==> src/rtl/cpu_io_pkg.sv <==
// -----------------------------------------------------------------------------
// cpu_io_pkg
// Shared definitions for the CPU output path UART transmitter.
//   - tx_state_t       : transmitter FSM states
//   - BYTES_PER_WORD   : bytes serialised per 32-bit word
//   - DEFAULT_CLK_PER_BIT : 100 MHz / 115200 baud
// Configuration macro: OUTPUT_UART_TX_PARITY_EN (adds the PARITY state).
// -----------------------------------------------------------------------------
package cpu_io_pkg;

  localparam int BYTES_PER_WORD      = 4;
  localparam int DEFAULT_CLK_PER_BIT = 868;

`ifdef OUTPUT_UART_TX_PARITY_EN
  typedef enum logic [2:0] {
    IDLE,
    LOAD,
    START,
    DATA,
    STOP,
    PARITY
  } tx_state_t;
`else
  typedef enum logic [2:0] {
    IDLE,
    LOAD,
    START,
    DATA,
    STOP
  } tx_state_t;
`endif

endpackage

==> src/rtl/uart_byte_tx.sv <==
// -----------------------------------------------------------------------------
// uart_byte_tx
// Serialises one byte as start / 8 data bits LSB first / [even parity] / stop.
// A new byte can be accepted in IDLE or in the final cycle of STOP, so bytes
// presented on time go out back-to-back with no idle gap.
// Configuration macro: OUTPUT_UART_TX_PARITY_EN (8E1 instead of 8N1).
// Ports:
//   clk, rst    : clock, asynchronous active-high reset
//   byte_data   : byte to send, sampled when byte_valid && byte_ready
//   byte_valid  : byte_data is offered
//   byte_ready  : engine can take a byte this cycle (combinational, does not
//                 depend on byte_valid)
//   txd         : registered serial line, idle high
// -----------------------------------------------------------------------------
module uart_byte_tx
  import cpu_io_pkg::*;
#(
  parameter int CLK_PER_BIT = DEFAULT_CLK_PER_BIT
) (
  input  logic       clk,
  input  logic       rst,
  input  logic [7:0] byte_data,
  input  logic       byte_valid,
  output logic       byte_ready,
  output logic       txd
);

  tx_state_t   state_reg, state_next;
  logic [15:0] baud_reg, baud_next;
  logic [2:0]  bit_reg, bit_next;
  logic [7:0]  shift_reg, shift_next;
  logic        txd_reg, txd_next;
  logic        baud_wrap;
`ifdef OUTPUT_UART_TX_PARITY_EN
  logic        par_reg, par_next;
`endif

  assign baud_wrap = (baud_reg == 16'(CLK_PER_BIT - 1));

  always_comb begin
    state_next = state_reg;
    baud_next  = baud_wrap ? 16'd0 : baud_reg + 16'd1;
    bit_next   = bit_reg;
    shift_next = shift_reg;
    byte_ready = 1'b0;
`ifdef OUTPUT_UART_TX_PARITY_EN
    par_next   = par_reg;
`endif

    case (state_reg)
      IDLE: begin
        baud_next  = 16'd0;
        byte_ready = 1'b1;
        if (byte_valid) begin
          state_next = START;
          shift_next = byte_data;
          bit_next   = 3'd0;
`ifdef OUTPUT_UART_TX_PARITY_EN
          par_next   = ^byte_data;
`endif
        end
      end
      START: begin
        if (baud_wrap) state_next = DATA;
      end
      DATA: begin
        if (baud_wrap) begin
          shift_next = {1'b0, shift_reg[7:1]};
          bit_next   = bit_reg + 3'd1;
          if (bit_reg == 3'd7) begin
`ifdef OUTPUT_UART_TX_PARITY_EN
            state_next = PARITY;
`else
            state_next = STOP;
`endif
          end
        end
      end
`ifdef OUTPUT_UART_TX_PARITY_EN
      PARITY: begin
        if (baud_wrap) state_next = STOP;
      end
`endif
      STOP: begin
        if (baud_wrap) begin
          // Last stop-bit cycle: chain straight into the next start bit.
          byte_ready = 1'b1;
          if (byte_valid) begin
            state_next = START;
            shift_next = byte_data;
            bit_next   = 3'd0;
`ifdef OUTPUT_UART_TX_PARITY_EN
            par_next   = ^byte_data;
`endif
          end else begin
            state_next = IDLE;
          end
        end
      end
      default: state_next = IDLE;
    endcase

    // Line level is registered from the next state so txd changes exactly
    // on the cycle the state does, with no combinational glitches.
    case (state_next)
      START:   txd_next = 1'b0;
      DATA:    txd_next = shift_next[0];
`ifdef OUTPUT_UART_TX_PARITY_EN
      PARITY:  txd_next = par_next;
`endif
      default: txd_next = 1'b1;
    endcase
  end

  always_ff @(posedge clk or posedge rst) begin
    if (rst) begin
      state_reg <= IDLE;
      baud_reg  <= 16'd0;
      bit_reg   <= 3'd0;
      shift_reg <= 8'd0;
      txd_reg   <= 1'b1;
`ifdef OUTPUT_UART_TX_PARITY_EN
      par_reg   <= 1'b0;
`endif
    end else begin
      state_reg <= state_next;
      baud_reg  <= baud_next;
      bit_reg   <= bit_next;
      shift_reg <= shift_next;
      txd_reg   <= txd_next;
`ifdef OUTPUT_UART_TX_PARITY_EN
      par_reg   <= par_next;
`endif
    end
  end

  assign txd = txd_reg;

endmodule

==> src/rtl/output_uart_tx.sv <==
// -----------------------------------------------------------------------------
// output_uart_tx
// Host-facing end of the CPU output port. Buffers 32-bit words in a FIFO and
// streams each one to the PC as 4 UART bytes, least-significant byte first.
// Configuration macro: OUTPUT_UART_TX_PARITY_EN (8E1 frames, 44 bit-times per
// word instead of 40).
// Ports:
//   clk, rst    : clock, asynchronous active-high reset
//   data_in     : word from the CPU output path
//   data_valid  : data_in valid this cycle
//   data_ready  : FIFO not full; accept on data_valid && data_ready
//   txd         : UART line, idle high
//   busy        : FIFO non-empty or a word in flight
//   overflow    : sticky, a word was offered while the FIFO was full
// -----------------------------------------------------------------------------
module output_uart_tx
  import cpu_io_pkg::*;
#(
  parameter int CLK_PER_BIT     = DEFAULT_CLK_PER_BIT,
  parameter int FIFO_DEPTH_LOG2 = 4
) (
  input  logic        clk,
  input  logic        rst,
  input  logic [31:0] data_in,
  input  logic        data_valid,
  output logic        data_ready,
  output logic        txd,
  output logic        busy,
  output logic        overflow
);

  localparam int DEPTH = 1 << FIFO_DEPTH_LOG2;

  // ---------------------------------------------------------------- FIFO
  logic [31:0]              mem [DEPTH];
  logic [31:0]              head_reg;
  logic [FIFO_DEPTH_LOG2:0] wr_ptr_reg, rd_ptr_reg;
  logic                     full, empty, accept, pop;
  logic                     overflow_reg;

  assign full  = (wr_ptr_reg[FIFO_DEPTH_LOG2] != rd_ptr_reg[FIFO_DEPTH_LOG2]) &&
                 (wr_ptr_reg[FIFO_DEPTH_LOG2-1:0] == rd_ptr_reg[FIFO_DEPTH_LOG2-1:0]);
  assign empty = (wr_ptr_reg == rd_ptr_reg);
  assign accept     = data_valid && !full;
  assign data_ready = !full;

  // Storage and registered head read. A word written on one edge is visible
  // in head_reg one edge later, which is exactly when LOAD samples it.
  always_ff @(posedge clk) begin
    if (accept) mem[wr_ptr_reg[FIFO_DEPTH_LOG2-1:0]] <= data_in;
    head_reg <= mem[rd_ptr_reg[FIFO_DEPTH_LOG2-1:0]];
  end

  always_ff @(posedge clk or posedge rst) begin
    if (rst) begin
      wr_ptr_reg   <= '0;
      rd_ptr_reg   <= '0;
      overflow_reg <= 1'b0;
    end else begin
      if (accept) wr_ptr_reg <= wr_ptr_reg + 1'b1;
      if (pop)    rd_ptr_reg <= rd_ptr_reg + 1'b1;
      if (data_valid && full) overflow_reg <= 1'b1;
    end
  end

  assign overflow = overflow_reg;

  // ------------------------------------------------------ word sequencer
  // At word level only IDLE, LOAD and START are used: START means "a word is
  // on the line"; the per-bit START/DATA/PARITY/STOP phases live in the byte
  // engine below.
  tx_state_t   state_reg, state_next;
  logic [1:0]  idx_reg, idx_next;
  logic [23:0] rest_reg, rest_next;   // bytes still to send after the current one
  logic [7:0]  byte_data;
  logic        byte_valid, byte_ready;

  always_comb begin
    state_next = state_reg;
    idx_next   = idx_reg;
    rest_next  = rest_reg;
    pop        = 1'b0;
    byte_valid = 1'b0;
    byte_data  = rest_reg[7:0];

    case (state_reg)
      IDLE: begin
        if (!empty) state_next = LOAD;
      end
      LOAD: begin
        pop        = 1'b1;
        byte_valid = 1'b1;
        byte_data  = head_reg[7:0];
        rest_next  = head_reg[31:8];
        idx_next   = 2'd0;
        state_next = START;
      end
      START: begin
        // byte_ready here is the final stop-bit cycle of the current byte.
        if (byte_ready) begin
          if (idx_reg != 2'(BYTES_PER_WORD - 1)) begin
            byte_valid = 1'b1;
            rest_next  = {8'h00, rest_reg[23:8]};
            idx_next   = idx_reg + 2'd1;
          end else if (!empty) begin
            state_next = LOAD;
          end else begin
            state_next = IDLE;
          end
        end
      end
      default: state_next = IDLE;
    endcase
  end

  always_ff @(posedge clk or posedge rst) begin
    if (rst) begin
      state_reg <= IDLE;
      idx_reg   <= 2'd0;
      rest_reg  <= 24'd0;
    end else begin
      state_reg <= state_next;
      idx_reg   <= idx_next;
      rest_reg  <= rest_next;
    end
  end

  assign busy = !empty || (state_reg != IDLE);

  uart_byte_tx #(
    .CLK_PER_BIT (CLK_PER_BIT)
  ) u_byte_tx (
    .clk        (clk),
    .rst        (rst),
    .byte_data  (byte_data),
    .byte_valid (byte_valid),
    .byte_ready (byte_ready),
    .txd        (txd)
  );

endmodule

==> config.mk <==
export PLATFORM = sky130hd
export DESIGN_NAME = output_uart_tx
export DESIGN_NICKNAME = d
export VERILOG_FILES = /design/src/rtl/cpu_io_pkg.sv /design/src/rtl/uart_byte_tx.sv /design/src/rtl/output_uart_tx.sv
export SDC_FILE = /design/constraint.sdc
export NUM_CORES = 1
export LEC_CHECK = 0
export CORE_UTILIZATION = 28
export DETAILED_ROUTE_END_ITERATION = 8
export HOLD_SLACK_MARGIN = 0.06
export SYNTH_ARGS = -nofsm -noshare
export SYNTH_HDL_FRONTEND = slang
export SYNTH_SLANG_ARGS = --single-unit
export TNS_END_PERCENT = 30
==> constraint.sdc <==
create_clock -name clk -period 5.2 [get_ports clk]
set_input_delay 0.52 -clock clk [delete_from_list [all_inputs] [get_ports clk]]
set_output_delay 0.52 -clock clk [all_outputs]
set_load 0.03 [all_outputs]
==> key figures, run 1 <==
Synthesis
  – Synth top area share: 0.655
  – Number of synthesized flops with an enable pin: 512
  – Yosys reg bits: a little over 600
  – Sequential area share after synthesis: 0.756
  – Largest area contributor in the netlist: edfxtp_1
  – Cell area after synthesis: 23500 µm²
  – Cells taking the most area after synthesis: edfxtp_1 65%, mux4_2 15%, dfrtp_1 7.4%
  – Synthesized instance count: 1091
  – Post-synth ARST share: 0.114
  – Syn_area_per_cell: 21.5 µm²
  – Synth warn: 0
  – Post-synth top flop: edfxtp_1
  – Post-synthesis cell type count: 52
  – Syn_nets: ~1100

Clock network
  – CTS buffer count: 59
  – Worst-Skew Late Latency: 640 ps
  – Hold buffer count at cts: 0
  – Post-CTS setup repair buffer count: 0
  – H-tree depth: 2
  – Clock slew at reported path FFs: 60 ps
  – Clock Tree Root: clkbuf_16
  – Clock Path Buffers: 3
  – CTS tree: built
  – CTS sink count: 614
  – CTS resizes: 0

STA
  – Final Setup Violations: 0
  – Final Cycle Share: 0.656
  – Max-slew violations: 0
  – Setup TNS: 0 ps
  – Worst slew pin tran: 1110 ps
  – Fmax: 293 MHz
  – Setup Skew: 42.3 ps
  – Fin crit period: 3410 ps
  – Fin. Hold Viols: 0
  – RSZ-0062 raised after global routing: no
  – Max_slew headroom: 0.261

Drt
  – Mean number of vias per cell: 4.67
  – Via count: approximately 11000
  – Total detailed-routing wirelength: 47400 µm
  – WL per Instance: 21.0 µm
  – Initial DRC Count: 902
  – 1st-pass router iterations: 5
  – Final antenna-violating net count: 0
  – DR DRC count: 0

Placed design
  – Placed cells: 2150
  – Post-DP HPWL: around 27000 µm
  – Port bufs: 38
  – Placer congestion estimate: approximately 0.76

Min path
  – Min-Delay Path Class: flip-flop to flip-flop
  – Worst hold endpoint: overflow$_DFFE_PP0P_
  – Worst hold start: overflow$_DFFE_PP0P_
  – Worst Hold Path Cells: 1

Final layout
  – Largest register FFs: 512
  – Final std cells w/o fill: 2259
  – Area grow syn2layout: 14.9%
  – Layout Nets: 1189
  – Inserted Diodes: 0
  – Layout cell share with drive strength beyond 1: 0.267

GRT
  – Met2 global-route usage: 0.174
  – First-pass GRT wire length: 72100 µm
  – Met3 Use GR: 0.0212
  – Total GRT Usage: 0.113
  – Largest net degree at the start of global routing: 107
  – Gr ovfl total: 0
  – M1 GR Usage: 0.159
  – Number of global-route vias before repair: 11100
  – Initial antenna violation count: 1
  – Top Usage Layer GRT: met2

Power and ir drop
  – PwrDens: 399 nW/µm²
  – Worst ir drop on vdd: 0.278 mV
  – Leak pwr: ~8.7 nW

Critical path
  – Critical path class: flip-flop to output pin
  – Worst reg2reg setup slack: 2060 ps
  – R2R depth: 5
  – Worst EP required: 4680 ps
  – RR Endpoint: rest_reg[3]$_DFFE_PP0P_
  – Worst setup EP type: output pin
  – Arrival @ worst endpoint: 2890 ps
  – CP startpoint kind: flip-flop
  – Worst Path Max Fanout: 47
  – Worst R2R Start: state_reg[0]$_DFFE_PP0P_

Floorplan
  – Row Count: 105
  – Core ar.: 82500 µm²
  – I/O Pins: 39
  – Die Y: 292 µm
  – Die footprint: 85000 µm²
  – Die width: 292 µm
  – Starting density of the core: 0.285

Outcome
  – Status: finished, final reports clean

Run
  – Max-cap violations: 0
-- power by group --
group	switching [mW]	leakage, nW	internal (mW)	total [mW]
Clock	1.83	0.928	2.31	4.14
Sequential	0.131	5.74	5.79	5.93
Combinational	0.464	2.04	0.235	0.700
Total	2.42	8.70	8.34	10.8
-- metrics by stage --
step                      instance area (µm²)  hold slack [ps]  power (mW)  worst slack [ps]   util
after global placement                  25100              444        6.70              2090  0.304
after detailed placement                25100              442        6.75              2000  0.304
after global routing                    27000              485        11.2              1620  0.327
final                                   27000              465        10.8              1790  0.327
after CTS                               27000              474        10.9              1730  0.327
after floorplan                         23500              433        6.38              1280      -
-- cells in the mapped netlist, types with 2 or more instances --
master	instances
a211oi_1	3
a21o_1	3
a21oi_1	5
a22o_1	8
and3_1	17
and4_1	3
buf_1	8
buf_2	15
clkbuf_1	34
dfrtp_1	69
dfxtp_1	32
edfxtp_1	512
ha_1	13
inv_1	23
mux2_1	2
mux2_2	32
mux2i_1	9
mux4_2	160
nand2_1	25
nand3_1	4
nand4_1	8
nor2_1	25
nor2b_1	6
nor3_1	4
o211a_1	3
o21ai_0	13
o221ai_1	6
xnor2_1	15
xor2_1	11
-- critical path: stages, from the launching register on --
cell	delay, ps
dfrtp_4	870
xnor2_1	200
nand4_1	180
nor2_1	360
inv_1	70
clkdlybuf4s50_1	600
-- layer usage --
| metal | vias up | part of all wire | wire length [µm] |
|---|---|---|---|
| li1 | 4570 | - | - |
| met1 | 5671 | 0.46 | 21700 |
| met2 | 240 | 0.47 | 22200 |
| met3 | 74 | 0.050 | 2380 |
| met4 | 0 | 0.024 | 1120 |
| met5 | - | 0 | 0 |
-- worst max-delay path by stage --
| stage | startpoint | to | slack, ps | cells after the start |
|---|---|---|---|---|
| after floorplan | rd_ptr_reg[3]$_DFFE_PP0P_ | mem[3][0]$_DFFE_PP_ | 1280 | 7 |
| after global placement | rd_ptr_reg[1]$_DFFE_PP0P_ | mem[15][17]$_DFFE_PP_ | 2090 | 4 |
| after detailed placement | rd_ptr_reg[1]$_DFFE_PP0P_ | mem[1][13]$_DFFE_PP_ | 2000 | 4 |
| after CTS | rd_ptr_reg[1]$_DFFE_PP0P_ | data_ready | 1730 | 5 |
| after global routing | rd_ptr_reg[1]$_DFFE_PP0P_ | data_ready | 1620 | 5 |
| final | rd_ptr_reg[1]$_DFFE_PP0P_ | data_ready | 1790 | 5 |
-- layout make-up --
type                    instances  area, µm²
inverters                      23       86.3
fillers                      7748      55500
repair buffers                 46        453
clock buffers                  79       1630
clock inverters                30        264
multi-input cells             397       5420
flip-flops and latches        614      17800
well taps                    1070       1340
-- cells in the final DEF (no fill, tap or decap), types with 6 or more instances in the layout --
| cell | n |
|---|---|
| edfxtp_1 | 512 |
| mux4_2 | 160 |
| dfrtp_1 | 65 |
| clkbuf_16 | 59 |
| clkdlybuf4s50_1 | 38 |
| mux2_2 | 32 |
| dfxtp_1 | 32 |
| nand2_1 | 25 |
| nor2_1 | 25 |
| inv_1 | 22 |
| xnor2_1 | 15 |
| and3_2 | 15 |
| o21ai_0 | 13 |
| ha_1 | 13 |
| clkbuf_1 | 12 |
| xor2_1 | 11 |
| clkinv_2 | 11 |
| mux2i_1 | 9 |
| nand4_1 | 8 |
| a22o_1 | 8 |
| clkbuf_8 | 8 |
| clkinv_1 | 8 |
| buf_4 | 7 |
| nor2b_1 | 6 |
| o221ai_1 | 6 |
-- cell families (layout without fill, tap and decap cells) --
kind of cell	after synthesis	in the layout	share of synthesized area
flip-flops	614	614	0.756
multiplexers	204	204	0.174
AND/OR/NAND/NOR	102	102	0.0226
buffers and inverters	80	178	0.0136
adder cells (fa/ha/maj)	13	13	0.00693
AO/OA/AOI/OAI	52	52	0.0165
XOR/XNOR	26	26	0.00970
Power figures use the tool's default switching activity.
==> run 2: changes to the inputs <==
clock period = 3.35 ns   (was 5.2 ns; I/O delays follow)
==> key figures, run 2 (synthesis results as in run 1) <==
Clock network
  – H-tree depth: 2 (unchanged)
  – CTS resizes: 0 (unchanged)
  – CTS buffer count: 61 (+3.4%)
  – CTS tree: built
  – Clock Tree Root: clkbuf_16
  – Post-CTS setup repair buffer count: 0 (unchanged)
  – Clock Path Buffers: 3 (unchanged)
  – Clock slew at reported path FFs: 70 ps (about the same)
  – CTS sink count: 614 (unchanged)
  – Hold buffer count at cts: 0 (unchanged)
  – Worst-Skew Late Latency: 650 ps (about the same)

Final layout
  – Area grow syn2layout: 18.1%
  – Layout cell share with drive strength beyond 1: 0.297 (+0.0294)
  – Largest register FFs: 512 (unchanged)
  – Inserted Diodes: 0 (unchanged)
  – Fin area: 27700 µm² (+2.8%)
  – Final std cells w/o fill: 2293 (+1.5%)
  – Most common cell after layout, fill and taps aside: edfxtp_1
  – Layout Nets: 1218 (+2.4%)
  – Most frequent cells in the layout: 512 x edfxtp_1, 160 x mux4_2, 65 x dfrtp_1, 61 x clkbuf_16, 38 x clkdlybuf4s50_1

Floorplan
  – I/O Pins: 39 (unchanged)
  – Die footprint: 85000 µm² (unchanged)
  – Core ar.: 82500 µm² (unchanged)
  – Die width: 292 µm (unchanged)
  – Starting density of the core: 0.285 (unchanged)
  – Row Count: 105 (unchanged)
  – Die Y: 292 µm (unchanged)

Power and ir drop
  – Part of the power in registers: 0.510 (-0.040)
  – Switching part of the total power: 0.224 (-0.000736)
  – Combinational share of power: 0.070 (+0.005)
  – Final Power: 18.0 mW (+67%)
  – Worst ir drop on vdd: 0.428 mV (+54%)
  – Net switching power: 4.03 mW (+67%)
  – Clock power frac: 0.420 (+0.035)
  – Internal: 14.0 mW (+67%)
  – PwrDens: 649 nW/µm² (+63%)
  – Leak pwr: 9.04 nW (+3.9%)

Critical path
  – RR Endpoint: rest_reg[12]$_DFFE_PP0P_
  – Critical path class: flip-flop to flip-flop
  – Worst Path Max Fanout: 11 (-77%)
  – CP top delay family: compound AO/OA/AOI/OAI gates
  – Worst EP required: 3840 ps (-840 ps)
  – Critical path buffer and inverter count: 0 (-2)
  – CP startpoint kind: flip-flop
  – Worst R2R Start: u_byte_tx.baud_reg[0]$_DFF_PP0_
  – Slowest stage cell, crit path: a21oi_1
  – Worst reg2reg setup slack: 480 ps (-1580 ps)
  – Arrival @ worst endpoint: 3360 ps (+470 ps)
  – R2R depth: 6 (+1)
  – Crit path cell chain: ha_1 > nor4b_2 > nand4_1 > a21oi_1 > a21o_1 > mux2_2
  – Worst setup EP type: flip-flop
  – CP peak stage delay: 540 ps (-330 ps)

Placed design
  – Placed cells: 2177 (+1.3%)
  – Post-DP HPWL: 29000 µm (+9.0%)
  – Placer congestion estimate: 0.741 (-2.0%)
  – Dpl cell area: 25500 µm² (+1.5%)
  – Port bufs: 38 (unchanged)

STA
  – Max-slew violations: 0 (unchanged)
  – Fmax: 349 MHz
  – Setup Skew: 53.2 ps (+10.9 ps)
  – Fin crit period: approximately 2900 ps
  – Final Setup Violations: 0 (unchanged)
  – Setup TNS: 0 ps (unchanged)
  – Max_slew headroom: 0.335 (+0.0736)
  – WHS: 120 ps (-346 ps)
  – Fin. Hold Viols: 0 (unchanged)
  – RSZ-0062 raised after global routing: no
  – Final Cycle Share: 0.856
  – Worst slew pin tran: 998 ps (-110 ps)

Outcome
  – Status: finished, final reports clean

Drt
  – Initial DRC Count: 880 (-2.4%)
  – WL per Instance: 22.2 µm (+5.7%)
  – Mean number of vias per cell: 4.68 (+0.15%)
  – Final antenna-violating net count: 0 (unchanged)
  – Total detailed-routing wirelength: 50800 µm (+7.3%)
  – DR DRC count: 0 (unchanged)
  – Via count: 10700 (+1.7%)
  – 1st-pass router iterations: 5 (unchanged)

GRT
  – Number of global-route vias before repair: 11500 (+3.8%)
  – Initial antenna violation count: 5 (+4)
  – First-pass GRT wire length: 76500 µm (+6.0%)
  – Total GRT Usage: 0.121 (+0.00825)
  – Gr ovfl total: 0 (unchanged)
  – Largest net degree at the start of global routing: 132 (+23%)

Run
  – Max-cap violations: 0 (unchanged)

Min path
  – Min-Delay Path Class: primary input to asynchronous set/reset pin
==> run 2: stage by stage <==
step	setup WS [ps]	utilization
after detailed placement	521	0.309
final	482	0.336
after floorplan	401	-
after global placement	571	0.309
after CTS	448	0.336
after global routing	317	0.336
==> run 2: tightest hold or removal path: cells and delay by family <==
kind	cells	cell delay, ps
buf+inv	3	800
==> run 2: power by group through the flow <==
| stage | Combinational [mW] | Sequential (mW) | Clock (mW) |
|---|---|---|---|
| 5_1_grt | 1.36 | 9.22 | 8.01 |
| 6_report | 1.26 | 9.18 | 7.55 |
| 3_3_place_gp | 1.25 | 9.31 | 0 |
| 3_5_place_dp | 1.29 | 9.34 | 0 |
| 2_1_floorplan | 0.652 | 9.25 | 0 |
| 4_1_cts | 1.29 | 9.18 | 7.71 |
==> run 2: worst max path at each step <==
stage	startpoint	end	slack [ps]	depth (start not counted)
2_1_floorplan	rd_ptr_reg[3]$_DFFE_PP0P_	mem[3][0]$_DFFE_PP_	400	7
3_3_place_gp	state_reg[1]$_DFFE_PP0P_	rest_reg[15]$_DFFE_PP0P_	570	7
3_5_place_dp	u_byte_tx.baud_reg[0]$_DFF_PP0_	rest_reg[13]$_DFFE_PP0P_	520	6
4_1_cts	rd_ptr_reg[0]$_DFFE_PP0P_	data_ready	450	5
5_1_grt	state_reg[0]$_DFFE_PP0P_	u_byte_tx.shift_reg[5]$_DFFE_PP0P_	320	7
6_report	u_byte_tx.baud_reg[0]$_DFF_PP0_	rest_reg[12]$_DFFE_PP0P_	480	6
==> run 2: per-layer routing <==
metal  global-route usage  part of all wire  up-vias
met5                    0           0.00049        -
met4               0.0302             0.016        4
met3               0.0244             0.047       66
met2                0.194              0.48      234
met1                0.167              0.46     5781
li1                     -                 -     4645
==> run 2: layout make-up <==
type                       instances  area [µm²]
sequential                       614       17800
clock inverter                    49         703
inverter                          23        86.3
fill                            7680       54800
timing repair buffer              73         831
multi-input combinational        397        5430
clock buffer                      67        1570
tap                             1070        1340
